## src/rtl/ssd_scan_controller.sv

```systemverilog
// Seven-segment scan controller: one shared cathode bus multiplexed across DIGITS
// common-anode digits, with a double-buffered value and a blanking gap at the start of each slot.
module ssd_scan_controller #(
  parameter int DIGITS = 4,
  parameter int DIV    = 100000,
  parameter int BLANK  = 1000,
  localparam int IDX_W = (DIGITS > 1) ? $clog2(DIGITS) : 1
) (
  input  logic                  Clk,
  input  logic                  Rst,
  input  logic                  Enable,
  input  logic                  Load,
  input  logic [4*DIGITS-1:0]   Value,
  input  logic [DIGITS-1:0]     Dp,
  input  logic                  Lzb_En,
  output logic [DIGITS-1:0]     An,
  output logic [6:0]            Seg,
  output logic                  Dp_N,
  output logic [IDX_W-1:0]      Digit_Idx,
  output logic                  Loaded,
  output logic                  Frame_Done
);

  // state    | meaning
  // ST_IDLE  | display dark, counter and digit index held at 0
  // ST_BLANK | first BLANK cycles of a slot, all anodes off
  // ST_ON    | remaining cycles of the slot, digit Digit_Idx lit
  typedef enum logic [1:0] {ST_IDLE, ST_BLANK, ST_ON} state_e;

  localparam int CNT_W = (DIV > 1) ? $clog2(DIV) : 1;

  state_e                state_q, state_d;
  logic [CNT_W-1:0]      cnt_q, cnt_d;
  logic [IDX_W-1:0]      idx_q, idx_d;
  logic [4*DIGITS-1:0]   pend_val_q, pend_val_d;
  logic [DIGITS-1:0]     pend_dp_q, pend_dp_d;
  logic                  pend_valid_q, pend_valid_d;
  logic [4*DIGITS-1:0]   act_val_q, act_val_d;
  logic [DIGITS-1:0]     act_dp_q, act_dp_d;
  logic [DIGITS-1:0]     an_q, an_d;
  logic [6:0]            seg_q, seg_d;
  logic                  dp_n_q, dp_n_d;
  logic                  loaded_q, loaded_d;
  logic                  frame_done_q, frame_done_d;
  logic                  boundary, wrap;
  logic [DIGITS-1:0]     lz;
  logic [3:0]            nib;
  logic                  dp_sel, blank_lz;

  function automatic logic [6:0] hex_to_seg(input logic [3:0] n);
    case (n)
      4'h0: hex_to_seg = 7'h40;
      4'h1: hex_to_seg = 7'h79;
      4'h2: hex_to_seg = 7'h24;
      4'h3: hex_to_seg = 7'h30;
      4'h4: hex_to_seg = 7'h19;
      4'h5: hex_to_seg = 7'h12;
      4'h6: hex_to_seg = 7'h02;
      4'h7: hex_to_seg = 7'h78;
      4'h8: hex_to_seg = 7'h00;
      4'h9: hex_to_seg = 7'h10;
      4'hA: hex_to_seg = 7'h08;
      4'hB: hex_to_seg = 7'h03;
      4'hC: hex_to_seg = 7'h46;
      4'hD: hex_to_seg = 7'h21;
      4'hE: hex_to_seg = 7'h06;
      default: hex_to_seg = 7'h0E;
    endcase
  endfunction

  always_ff @(posedge Clk) begin
    if (Rst) begin
      state_q      <= ST_IDLE;
      cnt_q        <= '0;
      idx_q        <= '0;
      pend_val_q   <= '0;
      pend_dp_q    <= '0;
      pend_valid_q <= 1'b0;
      act_val_q    <= '0;
      act_dp_q     <= '0;
      an_q         <= '1;
      seg_q        <= 7'h7F;
      dp_n_q       <= 1'b1;
      loaded_q     <= 1'b0;
      frame_done_q <= 1'b0;
    end else begin
      state_q      <= state_d;
      cnt_q        <= cnt_d;
      idx_q        <= idx_d;
      pend_val_q   <= pend_val_d;
      pend_dp_q    <= pend_dp_d;
      pend_valid_q <= pend_valid_d;
      act_val_q    <= act_val_d;
      act_dp_q     <= act_dp_d;
      an_q         <= an_d;
      seg_q        <= seg_d;
      dp_n_q       <= dp_n_d;
      loaded_q     <= loaded_d;
      frame_done_q <= frame_done_d;
    end
  end

  always_comb begin
    state_d  = state_q;
    cnt_d    = cnt_q;
    idx_d    = idx_q;
    boundary = 1'b0;
    wrap     = 1'b0;
    if (!Enable) begin
      state_d = ST_IDLE;
      cnt_d   = '0;
      idx_d   = '0;
    end else begin
      case (state_q)
        ST_IDLE: begin
          state_d  = ST_BLANK;
          cnt_d    = '0;
          idx_d    = '0;
          boundary = 1'b1;
        end
        ST_BLANK: begin
          cnt_d = cnt_q + 1'b1;
          if (cnt_q == CNT_W'(BLANK - 1)) state_d = ST_ON;
        end
        ST_ON: begin
          if (cnt_q == CNT_W'(DIV - 1)) begin
            state_d = ST_BLANK;
            cnt_d   = '0;
            if (idx_q == IDX_W'(DIGITS - 1)) begin
              idx_d    = '0;
              wrap     = 1'b1;
              boundary = 1'b1;
            end else begin
              idx_d = idx_q + 1'b1;
            end
          end else begin
            cnt_d = cnt_q + 1'b1;
          end
        end
        default: state_d = ST_IDLE;
      endcase
    end
  end

  // A Load coinciding with the frame boundary bypasses the pending buffer entirely.
  always_comb begin
    pend_val_d   = pend_val_q;
    pend_dp_d    = pend_dp_q;
    pend_valid_d = pend_valid_q;
    act_val_d    = act_val_q;
    act_dp_d     = act_dp_q;
    loaded_d     = 1'b0;
    frame_done_d = wrap;
    if (Load) begin
      pend_val_d   = Value;
      pend_dp_d    = Dp;
      pend_valid_d = 1'b1;
    end
    if (boundary) begin
      if (Load) begin
        act_val_d    = Value;
        act_dp_d     = Dp;
        pend_valid_d = 1'b0;
        loaded_d     = 1'b1;
      end else if (pend_valid_q) begin
        act_val_d    = pend_val_q;
        act_dp_d     = pend_dp_q;
        pend_valid_d = 1'b0;
        loaded_d     = 1'b1;
      end
    end
  end

  // Outputs are decoded from the next state so they switch on the same edge as the FSM.
  always_comb begin
    lz = '0;
    lz[DIGITS-1] = (act_val_q[4*(DIGITS-1) +: 4] == 4'h0);
    for (int i = DIGITS - 2; i >= 0; i--) begin
      lz[i] = (act_val_q[4*i +: 4] == 4'h0) && lz[i+1];
    end
    nib      = '0;
    dp_sel   = 1'b0;
    blank_lz = 1'b0;
    for (int i = 0; i < DIGITS; i++) begin
      if (idx_d == IDX_W'(i)) begin
        nib      = act_val_q[4*i +: 4];
        dp_sel   = act_dp_q[i];
        blank_lz = Lzb_En && lz[i] && (i != 0);
      end
    end
    an_d   = '1;
    seg_d  = 7'h7F;
    dp_n_d = 1'b1;
    if (state_d == ST_ON) begin
      for (int i = 0; i < DIGITS; i++) begin
        if (idx_d == IDX_W'(i)) an_d[i] = 1'b0;
      end
      seg_d  = blank_lz ? 7'h7F : hex_to_seg(nib);
      dp_n_d = ~dp_sel;
    end
  end

  assign An         = an_q;
  assign Seg        = seg_q;
  assign Dp_N       = dp_n_q;
  assign Digit_Idx  = idx_q;
  assign Loaded     = loaded_q;
  assign Frame_Done = frame_done_q;

endmodule
```

## config.mk

```make
export PLATFORM = sky130hd
export DESIGN_NAME = ssd_scan_controller
export DESIGN_NICKNAME = d
export VERILOG_FILES = /design/src/rtl/ssd_scan_controller.sv
export SDC_FILE = /design/constraint.sdc
export NUM_CORES = 1
export LEC_CHECK = 0
export BUFFER_PORTS_ARGS = -buffer_cell sky130_fd_sc_hd__buf_2
export CAP_MARGIN = 20
export CORE_ASPECT_RATIO = 0.5
export CORE_UTILIZATION = 40
export DETAILED_ROUTE_END_ITERATION = 8
export REMOVE_ABC_BUFFERS = 1
export SYNTH_ARGS = -nofsm -noshare
export SYNTH_HDL_FRONTEND = slang
export SYNTH_SLANG_ARGS = --single-unit
```

## constraint.sdc

```tcl
create_clock -name Clk -period 6.95 [get_ports Clk]
set_input_delay 0.695 -clock Clk [delete_from_list [all_inputs] [get_ports Clk]]
set_output_delay 0.695 -clock Clk [all_outputs]
set_load 0.03 [all_outputs]
```

======== After elaboration in Yosys (flattened, before gate mapping) ========
Memories as Yosys holds them, arrays and structs flattened. A register that Yosys moved wholly into a read port is not among the register bits.
Cells that the tools add are included.
operators by class
  multiply operators ...................... 0
  add/subtract/negate cells ............... 2
  div/mod/pow operators ................... 0
  shifts and indexed selects .............. 0
  eq/ne operators ......................... 9
  muxes and demuxes ....................... 39
  reductions and logical operators ........ 18
  bitwise gates (word level) .............. 5
  magnitude comparators ................... 0
operators with widths
  cell                                                    count
  case mux 17 bit (3 select lines)                        1
  2-to-1 mux 16 bit                                       2
  2-to-1 mux 4 bit                                        6
  2-to-1 mux 1 bit                                        20
  adder 17 x 1 -> 17 bit (second input constant)          1
  equality test 17 x 10 -> 1 bit (second input constant)  1
  equality test 17 bit (second input constant)            1
  2-to-1 mux 17 bit                                       1
  logical NOT 4 bit                                       3
  2-to-1 mux 2 bit                                        6
  equality test 2 bit (second input constant)             5
  case mux 2 bit (3 select lines)                         1
  OR reduction 2 bit                                      3
  OR reduction 3 bit                                      2
  logical AND 1 bit                                       5
  inverter 1 bit                                          5
  equality test 2 x 1 -> 1 bit (second input constant)    2
  logical NOT 2 bit                                       2
  case mux 2 bit (2 select lines)                         1
  nonzero test 3 bit                                      1
  adder 2 x 1 -> 2 bit (second input constant)            1
  case mux 1 bit (2 select lines)                         1
  AND reduction 2 bit                                     1
  nonzero test 2 bit                                      1
storage, ports and cells
  bits in latches ......................... 0
  output and inout bits ................... 16
  RAM bits ................................ 0
  word-level logic and storage cells ...... 86
  register bits after elaboration ......... 69
  bits in read-only memories .............. 112
  memories kept ........................... 1
memory list
  memory            depth  width  read ports  clocked after Yosys merged registers in  write ports  RTL line  RTL
  (name not given)  16     7      1           1                                        0            51        case (n)

======== Depth between registers and ports, before layout ========
  depth in word-level cells ............... 11
  gate-level depth with buffers ........... 13

======== Worst setup path before layout ========
No wires, ideal clock.
  path type ............................... register -> register
  start point ............................. register cnt_q[0]
  end point ............................... register seg_q[1], in the netlist Seg[1]
  clock period less this slack ............ 3.218 ns
  path slack .............................. 3.732 ns
  required time ........................... 6.887 ns
  library setup time ...................... 0.063 ns
  arrival time ............................ 3.156 ns
  stages on the path, launching flop included .. 14
  cell sequence ........................... dfxtp_1 > ha_1 > or4bb_1 > nor4_1 > mux2i_1 > a31oi_4 > buf_4 > nor2_1 > a21oi_1 > inv_1 > ha_1 > nor2_1 > a211o_1 > nand3_1
between the ends
  cells in the longest elaborated chain, start to end .. 9
  elaborated cells between the ends (all ways) .. 23
  classes of those cells .................. eq/ne (6); mux (14); bitwise (1); reduce/logical (2)
RTL lines
  what                                                                     RTL line  RTL
  start, declared                                                          33        logic [CNT_W-1:0] cnt_q, cnt_d;
  start signal, assigned                                                   88        cnt_q <= cnt_d;
  equality test 17 bit                                                     126       if (cnt_q == CNT_W'(DIV - 1)) begin
  2-to-1 mux 2 bit                                                         126
  case mux 2 bit (2 select lines)                                          114       case (state_q)
  2-to-1 mux 2 bit                                                         109       if (!Enable) begin
  equality test 2 x 1 -> 1 bit or logical NOT 2 bit (tied branches)        185       if (idx_d == IDX_W'(i)) begin
  2-to-1 mux 1 bit or 2-to-1 mux 4 bit (tied branches) (3 in series)       185
  OR reduction 3 bit (no source line) or 2-to-1 mux 4 bit (tied branches)  n/a
  end, declared                                                            41        logic [6:0] seg_q, seg_d;
Several ways; a longest one is shown, not always the timed one.
A chain may end at the register's enable or synchronous reset.

======== Final worst setup path ========
Ends and elaborated chain as after synthesis.

==> out/results.ini <==
[run_status]
outcome=finished, final reports clean

[synth]
synth-main-ff-cell=dfxtp_1
synth_area_per_cell_um2=9.54
ys_types=48
async_flop_share_pct=0
synth_top_cell_by_area=dfxtp_1
synth_edf_count=0
yosysMostFrequentCell=dfxtp_1
yosys_register_bits=76
ys_seq_area_share_pct=45.7
synth_area_leaders=dfxtp_1 46%, mux2i_1 9.6%, nor2_1 7.9%
synthCells=349
yosys_warnings=0
synth_top_area_share_pct=45.7
synth_area_mm2=0.00333
ys_top_cells_by_count=76 x dfxtp_1, 70 x nor2_1, 32 x mux2i_1, 21 x a211oi_1, 16 x nand2_1

[sta]
hold_violations=0
worst_pin_slew_ns=0.802
layout_min_cycle_time_ns=3.83
fin_skew_ns=0.00687
slew_violations=0
fmax_mhz=261
rsz0062_at_grt=no
tns_ns=0
period_share_pct=55.1
fin_ws_ns=3.12
slew_headroom_pct=46.5
setup_viol=0

[worst_setup_path]
cp.arrival_ns=4.10
crit_required_ns=7.23
crit_path_cell_trace=ha_1, or4bb_1, o41a_1, a211oi_4, mux2_2, nor2_1, a21oi_1, inv_1, ha_1, nor2_1, a211o_1, nand3_1
slowest_delay_ns=0.63
start_kind=register
end_kind=register
crit_fanout=16
cpMaxStageDelayCell=a211oi_4
crit_type=reg2reg
r2r_cells=12
r2r_slack_ns=3.12

[clock_network]
insertion_delay_ns=0.34
clkTransAtPathRegs_ns=0.06
clock_sinks=76
post_cts_resized=0
cts_buffers=9
clk_path_buf_depth=2
cts_tree=yes
clockRootBuffer=clkbuf_16
cts-htree-levels=3
cts_hold_buffers=0
post_cts_buffers=0

[placed_design]
numPortBuffers=40
place_ws_ns=3.16
post-dp-hpwl_um=4810
dp_cells=486
placed_area_mm2=0.00360
gp_congestion=0.955

[global_route]
grt_util_met3_pct=8.35
grt_pass1_wl_um=11300
grt_max_degree=46
grt_pass1_vias=2388
antenna_found_initial=0
top_usage_layer=met2
grt.total_usage_pct=17.8
met2_usage_pct=28.1
grt.overflow.total=0
grt_util_met1_pct=21.3

[finish]
fillers=759
multiInputGateArea_mm2=0.00170
regArea_mm2=0.00152
synthToLayoutAreaGrowth_pct=18.8
drive_gt1_share_pct=17.4
antenna_cells=0
fin_nets=423
layout.cells.non_filler=502
stdcell_area_mm2=0.00395
utilization_pct=49.2

[route]
drc_errors=0
vias=2551
vias_per_cell=5.08
drtIter0Drc=119
firstDrtPassIters=4
wire_per_inst_um=13.5
antenna_left=0
wirelength_um=6780

[floorplanning]
start_util_pct=41.5
dieArea_mm2=0.00871
die_w_um=131
die_h_um=66.5
rows=23
core-area_mm2=0.00803
pin_count=41

[flow_run]
drv_cap=0

[pwr]
p_per_area_mw_per_mm2=271
peakVddDrop_mv=0.150
power.leakage_nw=1.61

[worst_hold_path]
hold_depth=2
hp-class=reg2reg

cell families after synthesis:
logic type / Yosys count / share of synthesized area, %
simple gates: 136 / 19.6
flops: 76 / 45.7
compound gates: 48 / 11.3
mux: 37 / 11.4
buf+inv: 24 / 3.16
xor+xnor: 15 / 3.95
fa+ha+maj: 13 / 4.89
path summary, 6_finish.rpt:
check               start      endpoint
max reg2reg      cnt_q[0]        Seg[1]
min          pend_dp_q[0]  pend_dp_q[0]
min reg2reg  pend_dp_q[0]  pend_dp_q[0]
max              cnt_q[0]        Seg[1]
worst max-delay path, delay by kind of cell (launching register included):
kind                     cells  cell delay, ns
AO/OA/AOI/OAI                4            1.74
adder cells (fa/ha/maj)      2            0.56
buffers and inverters        1            0.17
flip-flops                   1            0.38
multiplexers                 1            0.29
AND/OR/NAND/NOR              4            0.63
state kept, by name, indices dropped and copies added (netlist names):
name          count
Frame_Done        1
pend_dp_q         4
act_val_q        16
Digit_Idx         2
Seg               7
pend_val_q       16
act_dp_q          4
pend_valid_q      1
cnt_q            17
state_q           2
Loaded            1
Dp_N              1
An                4
cell usage in the layout, fill, tap and decap left out, types with 2 or more instances in the layout:
| cell type | instances |
|---|---|
| nor4bb_1 | 2 |
| a21o_1 | 2 |
| nor2_1 | 69 |
| o21ai_0 | 3 |
| mux2_2 | 4 |
| inv_1 | 8 |
| bufinv_16 | 3 |
| a211o_1 | 2 |
| or4_1 | 3 |
| xor2_1 | 8 |
| buf_2 | 40 |
| xnor2_1 | 7 |
| nand2_1 | 16 |
| nand2b_1 | 4 |
| nor2b_1 | 5 |
| nor3_1 | 5 |
| and3_1 | 4 |
| nand4_1 | 3 |
| o21ai_1 | 2 |
| ha_1 | 13 |
| nand3_1 | 8 |
| o221ai_1 | 4 |
| nor4_1 | 6 |
| mux2i_1 | 32 |
| a21oi_1 | 5 |
| and4_1 | 2 |
| clkbuf_16 | 9 |
| dfxtp_1 | 76 |
| a211oi_1 | 21 |
layout make-up:
class                      instances  area share (%)
multi-input combinational        249            43.1
tap                              112            3.54
timing repair buffer              41            5.25
inverter                           8           0.759
sequential                        76            38.5
clock buffer                      10            6.04
clock inverter                     6            2.82
per-stage QoR:
stage | hold WS, ns | total power, mW
2_1_floorplan | 0.456 | 0.519
5_1_grt | 0.525 | 1.13
3_3_place_gp | 0.476 | 0.544
3_5_place_dp | 0.484 | 0.548
6_report | 0.496 | 1.07
4_1_cts | 0.498 | 1.09
power by group:
| group | leakage (nW) | switching [mW] | internal [mW] |
|---|---|---|---|
| clock | 0.169 | 0.175 | 0.360 |
| sequential | 0.621 | 0.00888 | 0.453 |
| combinational | 0.817 | 0.0444 | 0.0317 |
routing by layer:
metal / up-vias / share of wire [%]
li1: 1302 / -
met1: 1178 / 48
met2: 63 / 45
met3: 8 / 5.3
met4: 0 / 1.0
met5: - / 0
Note: power is estimated with default switching activity, not from simulation.
